## src/rtl/snake_stream_feeder.sv

```systemverilog
// Serpentine feature-map streamer: reads a multi-channel map from local SRAM and
// feeds the PE array through a 2-entry FIFO, with optional zero border and backpressure.
module snake_stream_feeder #(
  parameter int CH        = 4,
  parameter int DW        = 8,
  parameter int OUT_LANES = 32,
  parameter int MAX_DIM   = 256,
  parameter int AW        = $clog2(MAX_DIM*MAX_DIM)
) (
  input  logic                         clk,
  input  logic                         rst_n,
  input  logic                         start,
  input  logic                         abort,
  input  logic [$clog2(MAX_DIM):0]     cfg_rows,
  input  logic [$clog2(MAX_DIM):0]     cfg_cols,
  input  logic [2:0]                   cfg_k,
  input  logic                         cfg_pad,
  output logic                         mem_re,
  output logic [AW-1:0]                mem_addr,
  input  logic [CH*DW-1:0]             mem_rdata,
  output logic                         out_valid,
  input  logic                         out_ready,
  output logic [OUT_LANES*DW-1:0]      data_out,
  output logic                         busy,
  output logic                         done,
  output logic                         cfg_err
);
  localparam int CW = $clog2(MAX_DIM) + 1;
  localparam int PW = CH*DW;

  typedef enum logic [1:0] {S_IDLE, S_PRO, S_BODY, S_DRAIN} state_t;
  state_t r_state, w_state_nx;

  logic [CW-1:0] r_cols, r_sr, r_sc, r_klast;
  logic          r_pad;
  logic [CW-1:0] r_row, r_col;
  logic          r_rl;
  logic [PW-1:0] r_fifo [2];
  logic          r_wp, r_rp;
  logic [1:0]    r_cnt;
  logic          r_pend;

  logic [CW:0]   w_sr_new, w_sc_new;
  logic          w_legal;
  logic          w_active, w_border, w_pop, w_room, w_issue, w_zero, w_push;
  logic [2:0]    w_slots;
  logic          w_row_end, w_pro_last, w_line_end, w_body_last;
  logic [CW-1:0] w_srow, w_scol;
  logic [2*CW-1:0] w_addr;

  assign w_sr_new = (CW+1)'(cfg_rows) + (CW+1)'({cfg_pad, 1'b0});
  assign w_sc_new = (CW+1)'(cfg_cols) + (CW+1)'({cfg_pad, 1'b0});
  assign w_legal  = (cfg_rows != '0) && (cfg_rows <= CW'(MAX_DIM)) &&
                    (cfg_cols != '0) && (cfg_cols <= CW'(MAX_DIM)) &&
                    (cfg_k >= 3'd2) &&
                    ((CW+1)'(cfg_k) - (CW+1)'(1) <= w_sr_new);

  assign out_valid = (r_cnt != 2'd0);
  assign w_pop     = out_valid & out_ready & ~abort;
  // A pop in the same cycle frees a slot, which keeps the stream at 1 pixel/cycle.
  assign w_slots   = 3'(r_cnt) + 3'(r_pend) - 3'(w_pop);
  assign w_room    = (w_slots < 3'd2);

  assign w_border  = r_pad & ((r_row == '0) || (r_row == r_sr - CW'(1)) ||
                              (r_col == '0) || (r_col == r_sc - CW'(1)));
  assign w_active  = ((r_state == S_PRO) || (r_state == S_BODY)) & ~abort;
  // Zero pixels wait for an in-flight read so FIFO order matches issue order.
  assign w_issue   = w_active & w_room & ~(w_border & r_pend);
  assign mem_re    = w_issue & ~w_border;
  assign w_zero    = w_issue & w_border;
  assign w_push    = ~abort & (r_pend | w_zero);

  assign w_srow    = r_row - CW'(r_pad);
  assign w_scol    = r_col - CW'(r_pad);
  assign w_addr    = (2*CW)'(w_srow) * (2*CW)'(r_cols) + (2*CW)'(w_scol);
  assign mem_addr  = mem_re ? AW'(w_addr) : '0;

  assign w_row_end   = (r_row == r_klast);
  assign w_pro_last  = w_row_end && (r_col == r_sc - CW'(1));
  assign w_line_end  = r_rl ? (r_col == '0) : (r_col == r_sc - CW'(1));
  assign w_body_last = w_line_end && (r_row == r_sr - CW'(1));

  assign busy     = (r_state != S_IDLE);
  assign data_out = out_valid ? (OUT_LANES*DW)'(r_fifo[r_rp]) : '0;

  always_comb begin
    w_state_nx = r_state;
    cfg_err    = 1'b0;
    done       = 1'b0;
    if (abort) begin
      w_state_nx = S_IDLE;
    end else begin
      case (r_state)
        S_IDLE: if (start) begin
          if (w_legal) w_state_nx = S_PRO;
          else         cfg_err    = 1'b1;
        end
        S_PRO:  if (w_issue && w_pro_last)
          w_state_nx = (r_sr == r_klast + CW'(1)) ? S_DRAIN : S_BODY;
        S_BODY: if (w_issue && w_body_last) w_state_nx = S_DRAIN;
        S_DRAIN: if ((r_cnt == 2'd0) && !r_pend) begin
          done       = 1'b1;
          w_state_nx = S_IDLE;
        end
        default: w_state_nx = S_IDLE;
      endcase
    end
  end

  always_ff @(posedge clk or negedge rst_n) begin
    if (!rst_n) r_state <= S_IDLE;
    else        r_state <= w_state_nx;
  end

  always_ff @(posedge clk or negedge rst_n) begin
    if (!rst_n) begin
      r_cols  <= '0;
      r_sr    <= '0;
      r_sc    <= '0;
      r_klast <= '0;
      r_pad   <= 1'b0;
      r_row   <= '0;
      r_col   <= '0;
      r_rl    <= 1'b0;
    end else if (!abort && (r_state == S_IDLE) && start && w_legal) begin
      r_cols  <= cfg_cols;
      r_sr    <= CW'(w_sr_new);
      r_sc    <= CW'(w_sc_new);
      r_klast <= CW'(cfg_k) - CW'(2);
      r_pad   <= cfg_pad;
      r_row   <= '0;
      r_col   <= '0;
      r_rl    <= 1'b1;
    end else if (w_issue) begin
      if (r_state == S_PRO) begin
        if (w_pro_last) begin
          r_row <= r_klast + CW'(1);
          r_rl  <= 1'b1;
        end else if (w_row_end) begin
          r_row <= '0;
          r_col <= r_col + CW'(1);
        end else begin
          r_row <= r_row + CW'(1);
        end
      end else if (w_line_end) begin
        // The next row starts at the column where this one ended.
        r_row <= r_row + CW'(1);
        r_rl  <= ~r_rl;
      end else begin
        r_col <= r_rl ? r_col - CW'(1) : r_col + CW'(1);
      end
    end
  end

  always_ff @(posedge clk or negedge rst_n) begin
    if (!rst_n) begin
      for (int unsigned i = 0; i < 2; i++) r_fifo[i] <= '0;
      r_wp   <= 1'b0;
      r_rp   <= 1'b0;
      r_cnt  <= 2'd0;
      r_pend <= 1'b0;
    end else if (abort) begin
      r_wp   <= 1'b0;
      r_rp   <= 1'b0;
      r_cnt  <= 2'd0;
      r_pend <= 1'b0;
    end else begin
      r_pend <= mem_re;
      if (w_push) begin
        r_fifo[r_wp] <= r_pend ? mem_rdata : '0;
        r_wp         <= ~r_wp;
      end
      if (w_pop) r_rp <= ~r_rp;
      r_cnt <= r_cnt + 2'(w_push) - 2'(w_pop);
    end
  end

endmodule

```

## config.mk

```make
export PLATFORM = sky130hd
export DESIGN_NAME = snake_stream_feeder
export DESIGN_NICKNAME = d
export VERILOG_FILES = /design/src/rtl/snake_stream_feeder.sv
export SDC_FILE = /design/constraint.sdc
export NUM_CORES = 1
export LEC_CHECK = 0
export ABC_CLOCK_PERIOD_IN_PS = 7900
export BUFFER_PORTS_ARGS = -buffer_cell sky130_fd_sc_hd__buf_2
export CAP_MARGIN = 10
export CORE_ASPECT_RATIO = 1.75
export CORE_MARGIN = 3
export CORE_UTILIZATION = 51
export CTS_BUF_LIST = sky130_fd_sc_hd__clkbuf_4 sky130_fd_sc_hd__clkbuf_8
export CTS_CLUSTER_SIZE = 14
export DETAILED_ROUTE_END_ITERATION = 8
export PLACE_DENSITY = 0.87
export SETUP_SLACK_MARGIN = 0.02
export SKIP_CTS_REPAIR_TIMING = 1
export SYNTH_ARGS = -nofsm -noshare
export SYNTH_HDL_FRONTEND = slang
export SYNTH_SLANG_ARGS = --single-unit
```

## constraint.sdc

```tcl
create_clock -name clk -period 7.9 [get_ports clk]
set_clock_uncertainty 0.15 [all_clocks]
set_input_delay 0.395 -clock clk [delete_from_list [all_inputs] [get_ports clk]]
set_output_delay 0.395 -clock clk [all_outputs]
set_load 0.005 [all_outputs]
```

Word level (Yosys, flattened, before mapping)
Cells that the tools add are included.
{"block": "op_classes", "addsub": 17, "n_mul": 1, "div_mod_pow": 0, "n_lt_le_gt_ge": 8, "eq_ne": 16, "shift": 0, "mux": 49, "bitwise_logic": 19, "reduce_logical": 37}
{"cell": "2-to-1 mux 32 bit", "n": 6}
{"cell": "2-to-1 mux 9 bit", "n": 13}
{"cell": "bitwise mux 64 bit", "n": 1}
{"cell": "== test 9 bit", "n": 4}
{"cell": "demux 32 bit (select 1 bit)", "n": 1}
{"cell": "adder 9 x 1 -> 9 bit (second input constant)", "n": 3}
{"cell": "subtractor 9 x 1 -> 9 bit (second input constant)", "n": 3}
{"cell": "!= test 3 bit (second input constant)", "n": 7}
{"cell": "2-to-1 mux 1 bit", "n": 19}
{"cell": "less-or-equal comparator 9 bit (second input constant)", "n": 2}
{"cell": "zero test 9 bit", "n": 2}
{"cell": "nonzero test 9 bit", "n": 2}
{"cell": "subtractor 9 x 1 -> 9 bit", "n": 2}
{"cell": "adder 16 x 9 -> 16 bit", "n": 1}
{"cell": "multiplier 9 x 9 -> 16 bit", "n": 1}
{"cell": "2-to-1 mux 16 bit", "n": 1}
{"cell": "logical AND 1 bit", "n": 14}
{"cell": "2-to-1 mux 2 bit", "n": 7}
{"cell": "adder 9 x 2 -> 10 bit", "n": 1}
{"cell": "AND 1 bit", "n": 10}
{"cell": "less-or-equal comparator 10 bit", "n": 1}
{"cell": "nonzero test 2 bit", "n": 5}
{"cell": "adder 9 x 2 -> 9 bit", "n": 1}
{"cell": "one-hot mux 2 bit (4 select lines)", "n": 1}
{"cell": "25 further kinds", "n": 39}
{"block": "totals", "ff_bits": 127, "latchBits": 0, "ramBits": 0, "mem_bits_ro": 0, "in_bits": 59, "out_inout_bits": 277, "wordCells": 162, "mem_count": 0}

Depth between registers and ports, before layout
{"block": "logic_depth", "depth_word": 15, "mapped_depth": 25, "mapped_depth_nobuf": 25}

Worst setup path after synthesis
OpenSTA, ideal clock, no wires.
{"block": "synth_timing", "path_kind": "register to output", "startpoint": "register r_row[0]", "endpoint": "output mem_addr[14]", "t_arrival_ns": 5.620, "required_ns": 7.355, "slack_ns": 1.735, "path_stages_with_launch": 24, "n_path_buf": 0, "path_cell_list": "dfrtp_1 inv_1 ha_1 nor3b_1 nor3b_1 xnor2_1 nand2_1 fa_1 inv_1 fa_1 inv_1 fa_1 inv_1 fa_1 inv_1 fa_1 inv_1 ha_1 and3_1 a31oi_1 a21oi_1 nand2_1 nor3b_1 o311a_1"}
{"block": "synth_between", "elab_chain_cells": 10, "word_cells_on_any_way": 15, "cone_classes": "2 x add/sub; 1 x mul; 1 x eq/ne; 1 x mux; 6 x bitwise; 4 x reduce/logical"}
{"item": "start, declared", "line": "36", "text": "logic [CW-1:0] r_row, r_col;"}
{"item": "start signal, assigned", "line": "137", "text": "r_row <= r_klast + CW'(1);"}
{"item": "start signal, assigned", "line": "143", "text": "r_row <= r_row + CW'(1);"}
{"item": "start signal, assigned", "line": "147", "text": "r_row <= r_row + CW'(1);"}
{"item": "branches (longest 9 deep; another with multiplier 9 x 9 -> 16 bit)"}
{"item": "2-to-1 mux 16 bit *", "line": "76", "text": "assign mem_addr = mem_re ? AW'(w_addr) : '0;"}
{"item": "end, declared", "line": "19", "text": "output logic [AW-1:0] mem_addr,"}
Every way passes the cells marked *.

Worst setup path in the final report
Same ends and word-level chain as after synthesis.

==> summary.json <==
{
  "grt": {
    "grt_busiest_layer": "met2",
    "vias_in_the_first_global_route": 9443,
    "overall_global_routing_usage": 0.224,
    "antenna_found_initial": 0,
    "gr-total-overflow": 0,
    "grt_pass1_wl_mm": 46.2,
    "grt_max_degree": 74,
    "gr-usage-met2": 0.408,
    "groute.layer.met3.usage": 0.0445,
    "grt_util_met1": 0.235
  },
  "worst_setup_path": {
    "crit_path_max_fanout": 9,
    "timing_worst_setup_path_type": "flop to output port",
    "crit_path_end_kind": "output port",
    "crit-reg2reg-launch": "r_cnt[1]",
    "reg2reg_slack_ns": 3.52,
    "cp.arrival_ns": 6.80,
    "worst_path_max_delay_cell": "sky130_fd_sc_hd__fa_1",
    "crit_path_cell_trace": "inv_1, ha_1, nor3b_1, nor3b_1, xnor2_1, nand2_1, fa_1, inv_1, fa_1, inv_1, fa_1, inv_1, fa_1, inv_1, fa_1, inv_1, ha_1, and3_1, a31oi_1, a21oi_1, nand2_1, nor3b_1, o311a_1, buf_2",
    "cp.required_ns": 7.36,
    "cp-start-kind": "flop",
    "critical_path.n_buffers_inverters": 7,
    "timing.critical_path.slowest_cell_delay_ns": 0.56,
    "worst_r2r_path_depth": 13,
    "critical_path.reg2reg.endpoint": "r_col[7]",
    "critical_path.most_common_cell": "sky130_fd_sc_hd__inv_1",
    "worst_path_dominant_cell_family": "adder cells"
  },
  "outcome": {
    "run_status": "complete, no violations"
  },
  "clock_tree": {
    "worst_skew_pair.late_latency_ns": 0.44,
    "tritoncts": "done",
    "tritoncts_num_sinks": 121,
    "cts-buffers-inserted": 17,
    "ctsHtreeMaxLevel": 4,
    "clk_path_buf_depth": 2,
    "clkSlewWorstSetupHoldPaths_ns": 0.07,
    "ctsRootBufferMaster": "sky130_fd_sc_hd__clkbuf_8"
  },
  "pwr": {
    "max-vdd-ir-drop_mv": 0.309,
    "power_per_cell_area_nw_per_um2": 433,
    "power_leakage_nw": 6.30
  },
  "yosys": {
    "yosysWarningCount": 0,
    "synth.cell_area_um2": 12100,
    "synth_top_flop_cell": "sky130_fd_sc_hd__dfrtp_1",
    "synth_seq_cells": 121,
    "avgSynthCellArea_um2": 9.02,
    "yosysSeqAreaShare": 0.250,
    "syn-instance-count": 1341,
    "synth_edf_count": 0,
    "synth_cell_type_count": 74,
    "synthArstFlopShare": 1.00
  },
  "layout": {
    "area_growth_pct": 2.27,
    "antenna_cells": 0,
    "layout.nets": 1614,
    "share_of_layout_cells_above_drive_strength_1": 0.119
  },
  "worst_hold_path": {
    "min-delay-start": "mem_rdata[21]",
    "worst_hold_endpoint": "r_fifo[21]",
    "min_path_type": "input port to flop",
    "worst_hold_depth": 2
  },
  "routing": {
    "first_iter_violations": 514,
    "final_antenna_net_count": 0,
    "detail_route.drc_violations": 0,
    "detailroute.via_count": 9358,
    "post_drt_wl_per_cell_um": 16.3,
    "totalWireLength_mm": 28.2,
    "detail_route.vias_per_cell": 5.41,
    "drt-pass1-iter-count": 7
  },
  "timing": {
    "post_route_minimum_period_ns": 7.34,
    "max_slew_margin": 0.291,
    "finalMaxSlewViolations": 0,
    "setup-tns-final_ns": 0,
    "worst_slew_pin_slew_ns": 1.06,
    "smallest_hold_slack_ns": 0.0404,
    "number_of_endpoints_failing_setup_at_the_final_stage": 0,
    "timing_hold_violations_final": 0,
    "grt_setup_unrepaired": "no",
    "final_min_period_over_clock_period": 0.929,
    "max_clock_freq_mhz": 136
  },
  "floorplan": {
    "dieArea_um2": 25700,
    "ioPinCount": 336,
    "rows": 73,
    "placeableCoreArea_um2": 23000,
    "floorplan.die.height_um": 210,
    "initial_core_util": 0.525,
    "die-width_um": 122
  },
  "flow_run": {
    "drv.max_cap_violation_count": 0
  },
  "place": {
    "place.port_buffers": 111,
    "routabilityCongestion": 0.921,
    "dpl_wire_length_mm": 21.8
  }
}
routing by layer:
layer,part of all wire,vias to the layer above
met4,0.047,0
met1,0.34,4545
met2,0.54,471
met5,0,-
met3,0.069,96
li1,-,4246
power breakdown:
group          total, mW  switching [mW]  internal, mW
sequential          1.10           0.291         0.805
combinational       3.68            2.07          1.61
clock              0.584           0.244         0.340
total               5.36            2.61          2.75
worst max path at each step:
stage                     startpoint            to  depth (start not counted)
after floorplan             r_row[0]  mem_addr[14]                         23
after global placement      r_row[0]  mem_addr[14]                         24
after detailed placement    r_row[0]  mem_addr[15]                         24
after CTS                   r_row[0]  mem_addr[15]                         24
after global routing        r_row[0]  mem_addr[15]                         24
final                       r_row[0]  mem_addr[14]                         24
state kept, by name, indices dropped and copies added (netlist names):
register	flops
r_cnt	2
r_rl	1
r_rp	1
r_col	9
r_klast	4
r_sr	9
r_pend	1
r_sc	8
r_wp	1
r_state	2
r_fifo	64
r_cols	9
r_pad	1
r_row	9
Yosys cell counts, types with 3 or more instances:
cell type	count	area, um2
sky130_fd_sc_hd__nor3b_1	5	37.5
sky130_fd_sc_hd__and2_1	32	200
sky130_fd_sc_hd__clkbuf_1	38	143
sky130_fd_sc_hd__o31ai_1	13	97.6
sky130_fd_sc_hd__o21ai_1	6	30.0
sky130_fd_sc_hd__nor2b_1	30	188
sky130_fd_sc_hd__inv_1	86	323
sky130_fd_sc_hd__a22oi_1	3	22.5
sky130_fd_sc_hd__and3_1	17	106
sky130_fd_sc_hd__nor3_1	21	105
sky130_fd_sc_hd__a22o_1	64	561
sky130_fd_sc_hd__nor2_1	97	364
sky130_fd_sc_hd__buf_6	9	101
sky130_fd_sc_hd__o311ai_1	3	26.3
sky130_fd_sc_hd__nand4_1	10	62.6
sky130_fd_sc_hd__nor4_1	6	37.5
sky130_fd_sc_hd__xor2_1	35	307
sky130_fd_sc_hd__a21oi_1	48	240
sky130_fd_sc_hd__nand2_1	93	349
sky130_fd_sc_hd__fa_1	55	1100
sky130_fd_sc_hd__nand3_1	22	110
sky130_fd_sc_hd__buf_2	10	50.1
sky130_fd_sc_hd__xnor2_1	51	447
sky130_fd_sc_hd__or3_1	7	43.8
sky130_fd_sc_hd__dfrtp_1	121	3030
sky130_fd_sc_hd__ha_1	82	1030
sky130_fd_sc_hd__nand2b_1	10	62.6
sky130_fd_sc_hd__a21o_1	5	37.5
sky130_fd_sc_hd__mux2i_1	33	330
sky130_fd_sc_hd__a211oi_1	10	75.1
sky130_fd_sc_hd__o21ai_0	22	110
sky130_fd_sc_hd__or4_1	10	75.1
sky130_fd_sc_hd__buf_4	225	1690
sky130_fd_sc_hd__o21a_1	4	30.0
sky130_fd_sc_hd__a31oi_1	8	50.1
layout make-up:
type	count	area, um2
clock buffers	22	290
clock inverters	8	121
fillers	2071	10700
inverters	88	330
multi-input cells	1072	7600
flip-flops and latches	121	3030
well taps	300	375
repair buffers	118	616
kinds of logic after synthesis:
group,count (synthesis),synth area share
mux,33,0.0273
buf+inv,371,0.192
compound gates,217,0.136
xor+xnor,86,0.0623
fa+ha+maj,137,0.176
other cells,1,0.000310
flops,121,0.250
simple gates,375,0.156
cell usage in the layout, fill, tap and decap left out, drive strengths merged, types with 21 or more instances in the layout:
cell | netlist | final
clkbuf | 38 | 22
inv | 88 | 88
fa | 55 | 55
nor2 | 97 | 97
mux2i | 33 | 33
xor2 | 35 | 35
and2 | 33 | 33
nor2b | 30 | 30
conb | 1 | 224
buf | 245 | 116
ha | 82 | 82
nand2 | 93 | 93
o21ai | 29 | 29
dfrtp | 121 | 121
xnor2 | 51 | 51
nor3 | 21 | 21
a22o | 64 | 64
a21oi | 49 | 49
nand3 | 22 | 22
stage by stage:
stage	power [mW]	cells	area, um2	setup slack [ns]	utilization
after floorplan	4.01	1564	12900	1.73	-
after global placement	4.60	1697	11900	1.28	0.518
after detailed placement	4.76	1697	11900	1.04	0.518
after CTS	5.38	1727	12300	0.521	0.536
after global routing	6.01	1729	12400	0.0624	0.537
final	5.36	1729	12400	0.559	0.537
Power figures use the tool's default switching activity.
